`src/rtl/ascon_arb_pkg.sv`:
```
// ascon_arb_pkg: shared types and widths for the two-requester ASCON core arbiter.
package ascon_arb_pkg;

  localparam int NREQ   = 2;
  localparam int BLK_W  = 64;
  localparam int KEY_W  = 128;
  localparam int LEN_W  = 4;
  localparam int WDT_W  = 16;
  localparam int MODE_W = 2;

  // Arbiter job phases: wait for a request, kick the core, wait for the tag.
  typedef enum logic [1:0] {
    ST_IDLE  = 2'd0,
    ST_START = 2'd1,
    ST_RUN   = 2'd2
  } state_t;

endpackage

```
`src/rtl/ascon_arb_rr_pick.sv`:
```
// rr_pick: two-way round-robin winner selection.
// A lone requester always wins; on a tie the requester that was not granted
// last time wins. Output is one-hot, or zero when nobody requests.
module rr_pick
  import ascon_arb_pkg::*;
(
  input  logic [NREQ-1:0] req,
  input  logic            last_gnt,
  output logic [NREQ-1:0] pick
);

  // Resolve the winner from the request vector and the previous grant.
  always_comb begin
    pick = '0;
    unique case (req)
      2'b01:   pick = 2'b01;
      2'b10:   pick = 2'b10;
      2'b11:   pick = last_gnt ? 2'b01 : 2'b10;
      default: pick = '0;
    endcase
  end

endmodule

```
`src/rtl/ascon_arb.sv`:
```
// ascon_arb: shares one ASCON AEAD core between two requesters.
// A job is granted in IDLE, the core is kicked for one cycle in START, and the
// grant is held through RUN until the core reports the tag.
// Optional feature macro: ASCON_ARB_WDT_EN adds a RUN-phase watchdog that
// aborts a job after WDT_LIMIT cycles without a tag and pulses err_o.
module ascon_arb
  import ascon_arb_pkg::*;
#(
  parameter int WDT_LIMIT = 4096
) (
  input  logic                        clk,
  input  logic                        nRST,
  input  logic [NREQ-1:0]             req_i,
  input  logic [NREQ-1:0][MODE_W-1:0] mode_i,
  input  logic [NREQ-1:0][KEY_W-1:0]  key_i,
  input  logic [NREQ-1:0][KEY_W-1:0]  nonce_i,
  input  logic [NREQ-1:0][BLK_W-1:0]  blk_i,
  input  logic [NREQ-1:0][LEN_W-1:0]  blklen_i,
  output logic [NREQ-1:0]             gnt_o,
  output logic [NREQ-1:0]             blk_rd_o,
  output logic [NREQ-1:0]             ct_valid_o,
  output logic [NREQ-1:0]             done_o,
  output logic [NREQ-1:0]             err_o,
  output logic                        core_start_o,
  output logic [MODE_W-1:0]           core_mode_o,
  output logic [KEY_W-1:0]            core_key_o,
  output logic [KEY_W-1:0]            core_nonce_o,
  output logic [BLK_W-1:0]            core_blockin_o,
  output logic [LEN_W-1:0]            core_datalen_o,
  input  logic                        core_blk_rd_i,
  input  logic                        core_ctv_i,
  input  logic                        core_tv_i
);

  state_t          state_reg;
  logic [NREQ-1:0] gnt_reg;
  logic            last_gnt_reg;
  logic [NREQ-1:0] done_reg;
  logic [NREQ-1:0] err_reg;
  logic            start_reg;
  logic [NREQ-1:0] pick;
  logic            in_run;
  logic            wdt_hit;

  rr_pick u_rr_pick (
    .req      (req_i),
    .last_gnt (last_gnt_reg),
    .pick     (pick)
  );

  assign in_run = (state_reg == ST_RUN);

`ifdef ASCON_ARB_WDT_EN
  logic [WDT_W-1:0] wdt_cnt_reg;

  // Watchdog counts RUN cycles; it restarts from zero at every core kick.
  always_ff @(posedge clk) begin
    if (!nRST) begin
      wdt_cnt_reg <= '0;
    end else if (state_reg == ST_START) begin
      wdt_cnt_reg <= '0;
    end else if (in_run) begin
      wdt_cnt_reg <= wdt_cnt_reg + 1'b1;
    end
  end

  // Expire on the RUN cycle whose increment would reach the limit.
  assign wdt_hit = in_run && ((wdt_cnt_reg + 1'b1) == WDT_W'(WDT_LIMIT));
`else
  assign wdt_hit = 1'b0;
`endif

  // Job sequencer with registered grant, kick and completion pulses.
  always_ff @(posedge clk) begin
    if (!nRST) begin
      state_reg    <= ST_IDLE;
      gnt_reg      <= '0;
      last_gnt_reg <= 1'b1;
      done_reg     <= '0;
      err_reg      <= '0;
      start_reg    <= 1'b0;
    end else begin
      done_reg  <= '0;
      err_reg   <= '0;
      start_reg <= 1'b0;
      unique case (state_reg)
        ST_IDLE: begin
          if (|req_i) begin
            gnt_reg      <= pick;
            last_gnt_reg <= pick[1];
            start_reg    <= 1'b1;
            state_reg    <= ST_START;
          end
        end
        ST_START: begin
          state_reg <= ST_RUN;
        end
        ST_RUN: begin
          // A tag in the expiry cycle still counts as a normal completion.
          if (core_tv_i) begin
            done_reg  <= gnt_reg;
            gnt_reg   <= '0;
            state_reg <= ST_IDLE;
          end else if (wdt_hit) begin
            err_reg   <= gnt_reg;
            gnt_reg   <= '0;
            state_reg <= ST_IDLE;
          end
        end
        default: begin
          gnt_reg   <= '0;
          state_reg <= ST_IDLE;
        end
      endcase
    end
  end

  // Steer the granted requester's job parameters to the core; zero when idle.
  always_comb begin
    core_mode_o    = '0;
    core_key_o     = '0;
    core_nonce_o   = '0;
    core_blockin_o = '0;
    core_datalen_o = '0;
    for (int r = 0; r < NREQ; r++) begin
      if (gnt_reg[r]) begin
        core_mode_o    = mode_i[r];
        core_key_o     = key_i[r];
        core_nonce_o   = nonce_i[r];
        core_blockin_o = blk_i[r];
        core_datalen_o = blklen_i[r];
      end
    end
  end

  // Core handshakes only reach the owner while the job is running.
  assign blk_rd_o     = {NREQ{core_blk_rd_i & in_run}} & gnt_reg;
  assign ct_valid_o   = {NREQ{core_ctv_i & in_run}} & gnt_reg;
  assign gnt_o        = gnt_reg;
  assign done_o       = done_reg;
  assign err_o        = err_reg;
  assign core_start_o = start_reg;

endmodule

```
`config.mk`:
```
export PLATFORM = sky130hd
export DESIGN_NAME = ascon_arb
export DESIGN_NICKNAME = d
export VERILOG_FILES = /design/src/rtl/ascon_arb_pkg.sv /design/src/rtl/ascon_arb_rr_pick.sv /design/src/rtl/ascon_arb.sv
export SDC_FILE = /design/constraint.sdc
export NUM_CORES = 1
export LEC_CHECK = 0
export BUFFER_PORTS_ARGS = -buffer_cell sky130_fd_sc_hd__buf_2
export CAP_MARGIN = 20
export CORE_AREA = 4 4 383 385
export DETAILED_ROUTE_END_ITERATION = 10
export DIE_AREA = 0 0 387 389
export PLACE_DENSITY = 0.3
export SLEW_MARGIN = 20
export SYNTH_ARGS = -nofsm -noshare
export SYNTH_HDL_FRONTEND = slang
export SYNTH_SLANG_ARGS = --single-unit
```
`constraint.sdc`:
```
create_clock -name clk -period 2.4 [get_ports clk]
set_input_delay 0.48 -clock clk [delete_from_list [all_inputs] [get_ports clk]]
set_output_delay 0.48 -clock clk [all_outputs]
set_load 0.01 [all_outputs]
```
==> results of run 1 <==
-- power by group through the flow --
stage | clock, mW | combinational (mW) | sequential (mW)
after floorplan | 0 | 1.21 | 0.155
after global placement | 0 | 3.20 | 0.156
after detailed placement | 0 | 3.16 | 0.156
after CTS | 0.290 | 3.19 | 0.154
after global routing | 0.298 | 3.36 | 0.156
final | 0.283 | 3.11 | 0.154
-- layout by cell type (no fill, tap or decap) --
cell | Yosys | layout
buf_2 | 22 | 983
a22o_1 | 326 | 306
a22o_2 | 0 | 18
buf_12 | 0 | 18
diode_2 | 0 | 17
buf_4 | 4 | 14
dfxtp_1 | 8 | 7
and3_1 | 5 | 5
nor2_1 | 5 | 5
nand2_1 | 4 | 4
o21ai_0 | 4 | 4
clkbuf_16 | 0 | 3
a22o_4 | 0 | 2
nor2b_1 | 2 | 2
and4_1 | 2 | 2
conb_1 | 1 | 2
buf_16 | 0 | 2
nor2b_4 | 0 | 1
inv_1 | 1 | 1
o31ai_1 | 1 | 1
o22ai_1 | 1 | 1
mux2i_1 | 1 | 1
nand4_1 | 1 | 1
a21oi_1 | 1 | 1
clkbuf_1 | 24 | 1
dfxtp_4 | 0 | 1
buf_8 | 2 | 1
buf_6 | 20 | 1
-- what timing repair did --
item / 4_1_cts / 5_1_grt
setup endpoints to repair: 26 / 8
gates resized for setup: 19 / 8
hold buffers: 0 / 0
-- kinds of logic after synthesis --
| kind of cell | count (synthesis) | synth area share [%] |
|---|---|---|
| AO/OA/AOI/OAI | 333 | 78.7 |
| buffers and inverters | 76 | 13.6 |
| multiplexers | 1 | 0.272 |
| AND/OR/NAND/NOR | 20 | 2.99 |
| flip-flops | 8 | 4.35 |
| other | 1 | 0.102 |
-- final cells by class --
type	count	area share [%]
Multi-Input combinational cell	356	27.4
Tap cell	1903	21.3
Timing Repair Buffer	1019	48.8
Inverter	1	0.0335
Clock buffer	4	0.704
Antenna cell	17	0.380
Sequential cell	8	1.46
-- how the worst min path moves through the flow --
stage	startpoint	endpoint	slack, ns	cells past startpoint
3_3_place_gp	last_gnt_reg	last_gnt_reg	0.54	2
3_5_place_dp	last_gnt_reg	last_gnt_reg	0.55	2
5_1_grt	nRST	last_gnt_reg	0.54	2
2_1_floorplan	last_gnt_reg	last_gnt_reg	0.51	2
6_report	nRST	last_gnt_reg	0.50	2
4_1_cts	nRST	last_gnt_reg	0.51	2
-- metal layers --
metal / wire, um / GRT usage (%)
met2: 46700 / 20.6
met1: 29100 / 10.6
met3: 10700 / 5.46
met5: 75 / 0
met4: 2780 / 2.47
-- stage by stage --
step                      utilization [%]  hold WS, ns  setup TNS [ns]  instances  area, um2
after CTS                            7.78        0.506        -0.00535       3291      11100
after global routing                 7.82        0.543        -0.00267       3303      11200
after floorplan                         -        0.508               0        440       3680
after global placement               7.70        0.544               0       3287      11000
after detailed placement             7.70        0.551               0       3287      11000
final                                7.83        0.503      -0.0000644       3308      11200
==> impl_metrics.csv, run 1 <==
group,metric,value,unit
timing,min_period,2.40,ns
global_routing,grt_pass1_wl,106000,um
clocking,numCtsBuffers,3,
setup_path,required,1.92,ns
yosys,ys_top_cells_by_area,"a22o_1 (78%), buf_6 (6.1%), dfxtp_1 (4.4%)",
clocking,clock_path_buffers,2,
setup_path,crit_path_end,"core_key_o[51]",
setup_path,max_stage_delay,0.39,ns
yosys,yosysSeqAreaShare,4.35,%
finish,nFillCells,16992,
setup_path,startpoint,"gnt_o[1]",
floorplanning,io_pins,996,
setup_path,cpLargestDelayFamily,"buffers and inverters",
floorplanning,initial_core_util,2.57,%
pwr,p_seq_share,4.3,%
setup_path,start_kind,"register",
timing,clock_skew,0.00395,ns
finish,fin_nets,2048,
timing,relSlewSlack,56.6,%
finish,multiInputGateArea,0.00307,mm2
drt,drc,0,
finish,register_area,164,um2
setup_path,cp_num_buf_inv,3,
drt,drtIter0Drc,459,
setup_path,crit_fanout,85,
clocking,clk_latency,0.23,ns
clocking,cts_setup_buffers,0,
global_routing,grt_usage,10.9,%
setup_path,critical_path.endpoint_type,"output port",
setup_path,r2r_cells,3,
finish,area_growth,205,%
yosys,synth_ff_type,"dfxtp_1",
setup_path,crit_chain,"buf_16 > buf_6 > a22o_1 > buf_2",
yosys,avgSynthCellArea,8.38,um2
outcome,status,"finished, violations left",
setup_path,r2r-end,"done_o[0]",
outcome,violations,"negative setup slack",
yosys,yosysTopAreaCellShare,77.6,%
setup_path,crit_slowest_cell,"dfxtp_4",
floorplanning,die_area,0.151,mm2
global_routing,grt-ovfl-total,0,
clocking,cts.sinks,8,
floorplanning,die_h,389,um
drt,wirelength,89300,um
floorplanning,die_w,387,um
pwr,power_frac_comb,87.7,%
placed_design,hpwl,83200,um
yosys,ys_types,22,
finish,drive_gt1_share,75.2,%
drt,avgRoutedWirePerCell,27.0,um
pwr,p_clk_share,8.0,%
yosys,synth-async-reset-ratio,0,%
drt,vias,8832,
pwr,p_int,1.68,mW
yosys,syn_area,0.00368,mm2
yosys,synth_edf_count,0,
floorplanning,core_area,0.143,mm2
setup_path,criticalPathCategory,"reg2out",
clocking,cts_root_buf,"clkbuf_16",
placed_design,port_buffers,993,
global_routing,grt_max_degree,86,
yosys,yosysTopAreaCell,"a22o_1",
drt,viasPerCell,2.67,
floorplanning,fp-row-count,139,
placed_design,dpl_worst_slack,0.0945,ns
timing,finalHoldViolations,0,
pwr,finalPower,3.54,mW
pwr,swShare,52.6,%
job,maxCapViolations,0,
worst_hold_path,hp-class,"in2reg",
yosys,syn_inst,439,
global_routing,antenna_found_initial,107,
setup_path,crit_arrival,1.92,ns
drt,antenna_left,0,
setup_path,worstReg2RegStart,"state_reg[1]",
yosys,ys_warn_count,0,
yosys,ys_seq_elements,8,
pwr,vdd_drop_max,143,uV
timing,setup_slack,-0.0000644,ns
pwr,p_per_area,316,mW/mm2
drt,firstDrtPassIters,5,
pwr,leakagePower,5.92,nW
setup_path,cp.depth,4,
timing,setup_viol,1,
clocking,cts_tree,"done",
setup_path,reg2reg_slack,1.40,ns
yosys,yosysMostFrequentCell,"a22o_1",
timing,worst_pin_slew,0.651,ns
clocking,htreeDepth,1,
pwr,switching_power,1.87,mW
clocking,clkTransAtPathRegs,0.04,ns
placed_design,globalplace.congestion,0.912,
yosys,synthTopCellsByCount,"a22o_1 (326), clkbuf_1 (24), buf_2 (22), buf_6 (20), dfxtp_1 (8)",
timing,fin_crit_sh,100,%
timing,maxSlewViolCount,0,
global_routing,grt_pass1_vias,8798,
timing,fmax,0.417,GHz
Power figures use the tool's default switching activity.
==> inputs of run 2 (changes only) <==
--- a/config.mk
+++ b/config.mk
@@ -10,2 +10,3 @@
 export CORE_AREA = 4 4 383 385
+export CTS_BUF_LIST = sky130_fd_sc_hd__clkbuf_16
 export DETAILED_ROUTE_END_ITERATION = 10
==> constraint.sdc (replaced) <==
create_clock -name clk -period 2.4 [get_ports clk]
set_input_delay 0.12 -clock clk [delete_from_list [all_inputs] [get_ports clk]]
set_output_delay 0.12 -clock clk [all_outputs]
set_load 0.01 [all_outputs]
==> run 2 against run 1 <==
The flow now finishes without violations. Final area is 1.6% lower. Clock skew increased by 0.0038 ns. Clock power increased by 6%. Clock-buffer cell count fell by 1. Register-to-register slack worse by 0.41 ns. Critical endpoint is now core_key_o[47].
==> impl_metrics.csv, run 2 (same netlist as run 1, synthesis figures left out) <==
group,metric,value,unit
drt,firstDrtPassIters,5,
clocking,clk_latency,0.24,ns
setup_path,start_kind,"register",
timing,finalHoldViolations,0,
finish,nFillCells,17048,
timing,worst_pin_slew,0.878,ns
drt,viasPerCell,2.77,
setup_path,cpLargestDelayFamily,"buffers and inverters",
setup_path,crit_fanout,70,
global_routing,antenna_found_initial,117,
setup_path,critical_path.endpoint_type,"output port",
clocking,cts_root_buf,"clkbuf_16",
floorplanning,die_area,0.151,mm2
placed_design,hpwl,86500,um
timing,clock_skew,0.00770,ns
floorplanning,die_h,389,um
drt,vias,9163,
pwr,vdd_drop_max,144,uV
global_routing,grt_pass1_vias,8706,
finish,final_cell_mix,"buf_2 (987), a22o_1 (326), buf_12 (14), buf_4 (12), dfxtp_1 (7)",
drt,antenna_left,0,
clocking,cts_resized,0,
clocking,htreeDepth,1,
clocking,cts_setup_buffers,0,
clocking,clock_path_buffers,2,
placed_design,globalplace.congestion,1.01,
global_routing,grt_max_degree,147,
finish,multiInputGateArea,0.00303,mm2
global_routing,grt_usage,11.5,%
drt,topRoutingLayerUsed,"met5",
setup_path,crit_slowest_cell,"a22o_1",
drt,drc,0,
worst_hold_path,min_to,"last_gnt_reg",
clocking,hold_buffers,0,
drt,m1WireLength,34200,um
floorplanning,io_pins,996,
setup_path,reg2reg_slack,0.99,ns
finish,stdcell_area,0.0110,mm2
placed_design,dpl_worst_slack,0.521,ns
finish,area_growth,200,%
clocking,numCtsBuffers,3,
drt,drtIter0Drc,707,
global_routing,grt-ovfl-total,0,
setup_path,required,2.28,ns
floorplanning,fp-row-count,139,
drt,wl_met3,9160,um
setup_path,worstReg2RegStart,"gnt_o[1]",
timing,fmax,0.463,GHz
pwr,leakagePower,5.84,nW
clocking,clkTransAtPathRegs,0.04,ns
timing,maxSlewViolCount,0,
placed_design,place_area,0.0109,mm2
setup_path,crit_arrival,2.04,ns
finish,fin_nets,2042,
setup_path,criticalPathCategory,"reg2out",
finish,drive_gt1_share,73.7,%
floorplanning,initial_core_util,2.57,%
timing,fin_crit_sh,90.0,%
drt,wirelength,93800,um
timing,tns,0,ns
worst_hold_path,hold_depth,2,
timing,min_period,2.16,ns
timing,setup_slack,0.241,ns
pwr,p_per_area,321,mW/mm2
setup_path,cp_num_buf_inv,3,
finish,mostFrequentLayoutCell,"buf_2",
floorplanning,core_area,0.143,mm2
placed_design,port_buffers,993,
finish,register_area,164,um2
setup_path,max_stage_delay,0.45,ns
clocking,cts_tree,"done",
timing,setup_viol,0,
clocking,cts.sinks,8,
job,maxCapViolations,0,
global_routing,grt_pass1_wl,110000,um
worst_hold_path,min_from,"nRST",
outcome,status,"finished clean",
setup_path,r2r_cells,3,
timing,rsz0062_at_grt,"no",
timing,relSlewSlack,41.5,%
drt,avgRoutedWirePerCell,28.4,um
setup_path,r2r-end,"gnt_o[1]",
floorplanning,die_w,387,um
worst_hold_path,hp-class,"in2reg",
setup_path,crit_chain,"buf_12 > buf_4 > a22o_1 > buf_2",
drt,wl_met2,47000,um
[run 2: area by class of cell]
| cell class | instances | area share, % |
|---|---|---|
| diodes | 23 | 0.522 |
| repair buffers | 1013 | 48.2 |
| clock inverters | 1 | 0.0341 |
| clock buffers | 3 | 0.681 |
| well taps | 1903 | 21.6 |
| flip-flops and latches | 8 | 1.49 |
| multi-input cells | 356 | 27.5 |
| inverters | 1 | 0.0341 |
[run 2: how the worst max path moves through the flow]
stage	startpoint	slack (ns)	endpoint	depth (start not counted)
global placement	gnt_o[1]	0.46	core_key_o[47]	5
finish	gnt_o[1]	0.24	core_key_o[47]	4
floorplan	gnt_o[1]	1.08	core_nonce_o[100]	4
CTS	gnt_o[1]	0.24	core_key_o[31]	4
global route	gnt_o[1]	0.21	core_key_o[47]	5
detailed placement	gnt_o[1]	0.52	core_key_o[31]	4
[run 2: worst reg2reg max path, stage by stage, from the launching register on]
cell and delay, ns:
dfxtp_4 0.39, buf_12 0.33, nand2_1 0.17, o21ai_0 0.37
[run 2: through the flow]
stage          utilization [%]  instances  total power [mW]  hold WS (ns)
2_1_floorplan                -        440              1.37         0.196
3_3_place_gp              7.61       3281              3.31         0.384
3_5_place_dp              7.61       3281              3.27         0.382
4_1_cts                   7.66       3285              3.60         0.136
5_1_grt                   7.69       3300              3.74         0.152
6_report                  7.70       3308              3.53         0.141
[run 2: report_power, final]
group          total (mW)  switching [mW]  internal (mW)
logic                3.08            1.82           1.26
registers           0.154          0.0101          0.143
clock network       0.301          0.0827          0.219
total                3.53            1.91           1.62
[run 2: per-layer routing]
layer | global-route usage, % | vias to the layer above
met4 | 3.37 | 12
met5 | 0 | -
met3 | 4.12 | 173
met1 | 12.8 | 4383
met2 | 20.5 | 774
li1 | - | 3821
==> inputs of run 3 (changes only) <==
Settings changed: CORE_AREA 4 4 383 385 to 4 4 389 391, DIE_AREA 0 0 387 389 to 0 0 393 395.
Clock period 2.4 ns to 2.3 ns, I/O delays scaled along.
==> run 3 against run 2 <==
Non-clock buffer count shrank 3. Sequential power grew 6%. Combinational power grew 2%. Clock power is essentially flat. Final cell count grew 0.21%. Clock skew shrank 0.0052 ns. Utilization shrank 0.16 points. Total power grew 1.9%. Flip-flop and latch count is the same. Largest cell class unchanged. Largest power group unchanged. Highest routed layer unchanged.
==> impl_metrics.csv, run 3 (same netlist as run 1, synthesis figures left out) <==
group,metric,value,unit
outcome,status,"finished clean",
floorplanning,die_area,0.155,mm2
timing,finalHoldViolations,0,
setup_path,crit_chain,"nor2b_4 > buf_12 > buf_12 > a22o_1 > buf_2",
placed_design,hpwl,71700,um
clocking,clkTransAtPathRegs,0.04,ns
setup_path,crit_slowest_cell,"dfxtp_1",
clocking,htreeDepth,1,
timing,rsz0062_at_grt,"no",
setup_path,start_kind,"register",
setup_path,r2r_cells,2,
setup_path,crit_arrival,2.05,ns
setup_path,crit_path_end,"core_nonce_o[45]",
drt,drc,0,
global_routing,grt_pass1_vias,8739,
floorplanning,io_pins,996,
setup_path,max_stage_delay,0.42,ns
finish,fin_util,7.54,%
clocking,clock_path_buffers,2,
timing,relSlewSlack,47.7,%
setup_path,worstReg2RegStart,"gnt_o[1]",
drt,antenna_left,0,
drt,avgRoutedWirePerCell,23.7,um
global_routing,grt-ovfl-total,0,
setup_path,required,2.18,ns
global_routing,antenna_found_initial,67,
global_routing,grt_usage,9.20,%
worst_hold_path,hold_depth,2,
floorplanning,fp-row-count,141,
worst_hold_path,hp-class,"in2reg",
finish,fin_nets,2039,
floorplanning,initial_core_util,2.49,%
finish,final_cell_mix,"buf_2 (982), a22o_1 (309), buf_12 (20), a22o_2 (17)",
finish,final_cell_count_no_fill,3315,
floorplanning,die_w,393,um
drt,drtIter0Drc,479,
timing,hold_slack,0.147,ns
finish,drive_gt1_share,74.8,%
setup_path,criticalPathCategory,"reg2out",
placed_design,globalplace.congestion,0.954,
placed_design,placedCellCount,3305,
timing,tns,0,ns
setup_path,startpoint,"gnt_o[0]",
pwr,p_per_area,324,mW/mm2
drt,viasPerCell,2.66,
setup_path,crit_fanout,46,
setup_path,reg2reg_slack,1.12,ns
floorplanning,die_h,395,um
global_routing,grt_pass1_wl,94200,um
setup_path,crit_top_cell,"buf_12",
setup_path,critical_path.endpoint_type,"output port",
drt,vias,8808,
placed_design,port_buffers,993,
pwr,vdd_drop_max,207,uV
finish,mostFrequentLayoutCell,"buf_2",
timing,min_period,2.16,ns
clocking,cts_tree,"done",
job,maxCapViolations,0,
drt,wirelength,78400,um
clocking,cts_root_buf,"clkbuf_16",
timing,fmax,0.462,GHz
finish,nFillCells,17565,
clocking,numCtsBuffers,3,
clocking,clk_latency,0.24,ns
timing,fin_crit_sh,94.1,%
timing,clock_skew,0.00248,ns
setup_path,r2r-end,"done_o[1]",
floorplanning,core_area,0.147,mm2
drt,firstDrtPassIters,5,
timing,setup_viol,0,
clocking,cts_setup_buffers,0,
clocking,cts.sinks,8,
finish,area_growth,202,%
global_routing,grt_max_degree,144,
timing,worst_pin_slew,0.785,ns
timing,maxSlewViolCount,0,
pwr,leakagePower,5.86,nW
run 3: cell count changes in the layout (fill, tap and decap cells not counted):
| cell | before | now |
|---|---|---|
| a22o_1 | 326 | 309 |
| a22o_2 | 0 | 17 |
| diode_2 | 23 | 6 |
| buf_12 | 14 | 20 |
| buf_2 | 987 | 982 |
| buf_4 | 12 | 7 |
| buf_16 | 0 | 1 |
run 3: worst max-delay path, delay by kind of cell (launching register included):
family | cells | cell delay (ns)
AOI/OAI and AO/OA | 1 | 0.33
buffers and inverters | 3 | 0.71
DFF | 1 | 0.42
and+or+nand+nor | 1 | 0.26
run 3: cell type report:
type                    count  area, um2  area share [%]
clock buffers               3       75.1           0.675
inverters                   1       3.75          0.0338
repair buffers           1010       5400            48.5
diodes                      6       15.0           0.135
multi-input cells         356       3050            27.4
clock inverters             1       3.75          0.0338
well taps                1930       2410            21.7
flip-flops and latches      8        164            1.47
run 3: where the power goes:
group	internal, mW	switching [mW]	total, mW
combinational	1.35	1.78	3.13
sequential	0.150	0.0129	0.163
clock	0.227	0.0758	0.303
run 3: timing repair:
item | in CTS | in global routing
gates resized for setup | 17 | 1
hold buffers | 0 | 0
setup endpoints to repair | 17 | 2
run 3: through the flow:
stage | total power, mW | setup slack [ns] | area (um2)
after floorplan | 1.43 | 0.981 | 3680
after global placement | 3.43 | 0.186 | 11000
after detailed placement | 3.39 | 0.160 | 11000
after CTS | 3.72 | 0.0294 | 11100
after global routing | 3.89 | 0.00931 | 11100
final | 3.60 | 0.135 | 11100
run 3: worst min path at each step:
| stage | slack, ns | start | end |
|---|---|---|---|
| after global placement | 0.40 | nRST | last_gnt_reg |
| after global routing | 0.14 | nRST | last_gnt_reg |
| after CTS | 0.14 | nRST | last_gnt_reg |
| final | 0.15 | nRST | last_gnt_reg |
| after detailed placement | 0.38 | nRST | last_gnt_reg |
| after floorplan | 0.19 | nRST | last_gnt_reg |
run 3: routing by layer:
| metal | vias up | GRT usage [%] | share of wire [%] |
|---|---|---|---|
| met5 | - | 0 | 0.047 |
| met4 | 6 | 0.709 | 1.3 |
| met3 | 114 | 3.63 | 11 |
| met2 | 633 | 17.8 | 53 |
| met1 | 4253 | 9.64 | 35 |
| li1 | 3802 | - | - |
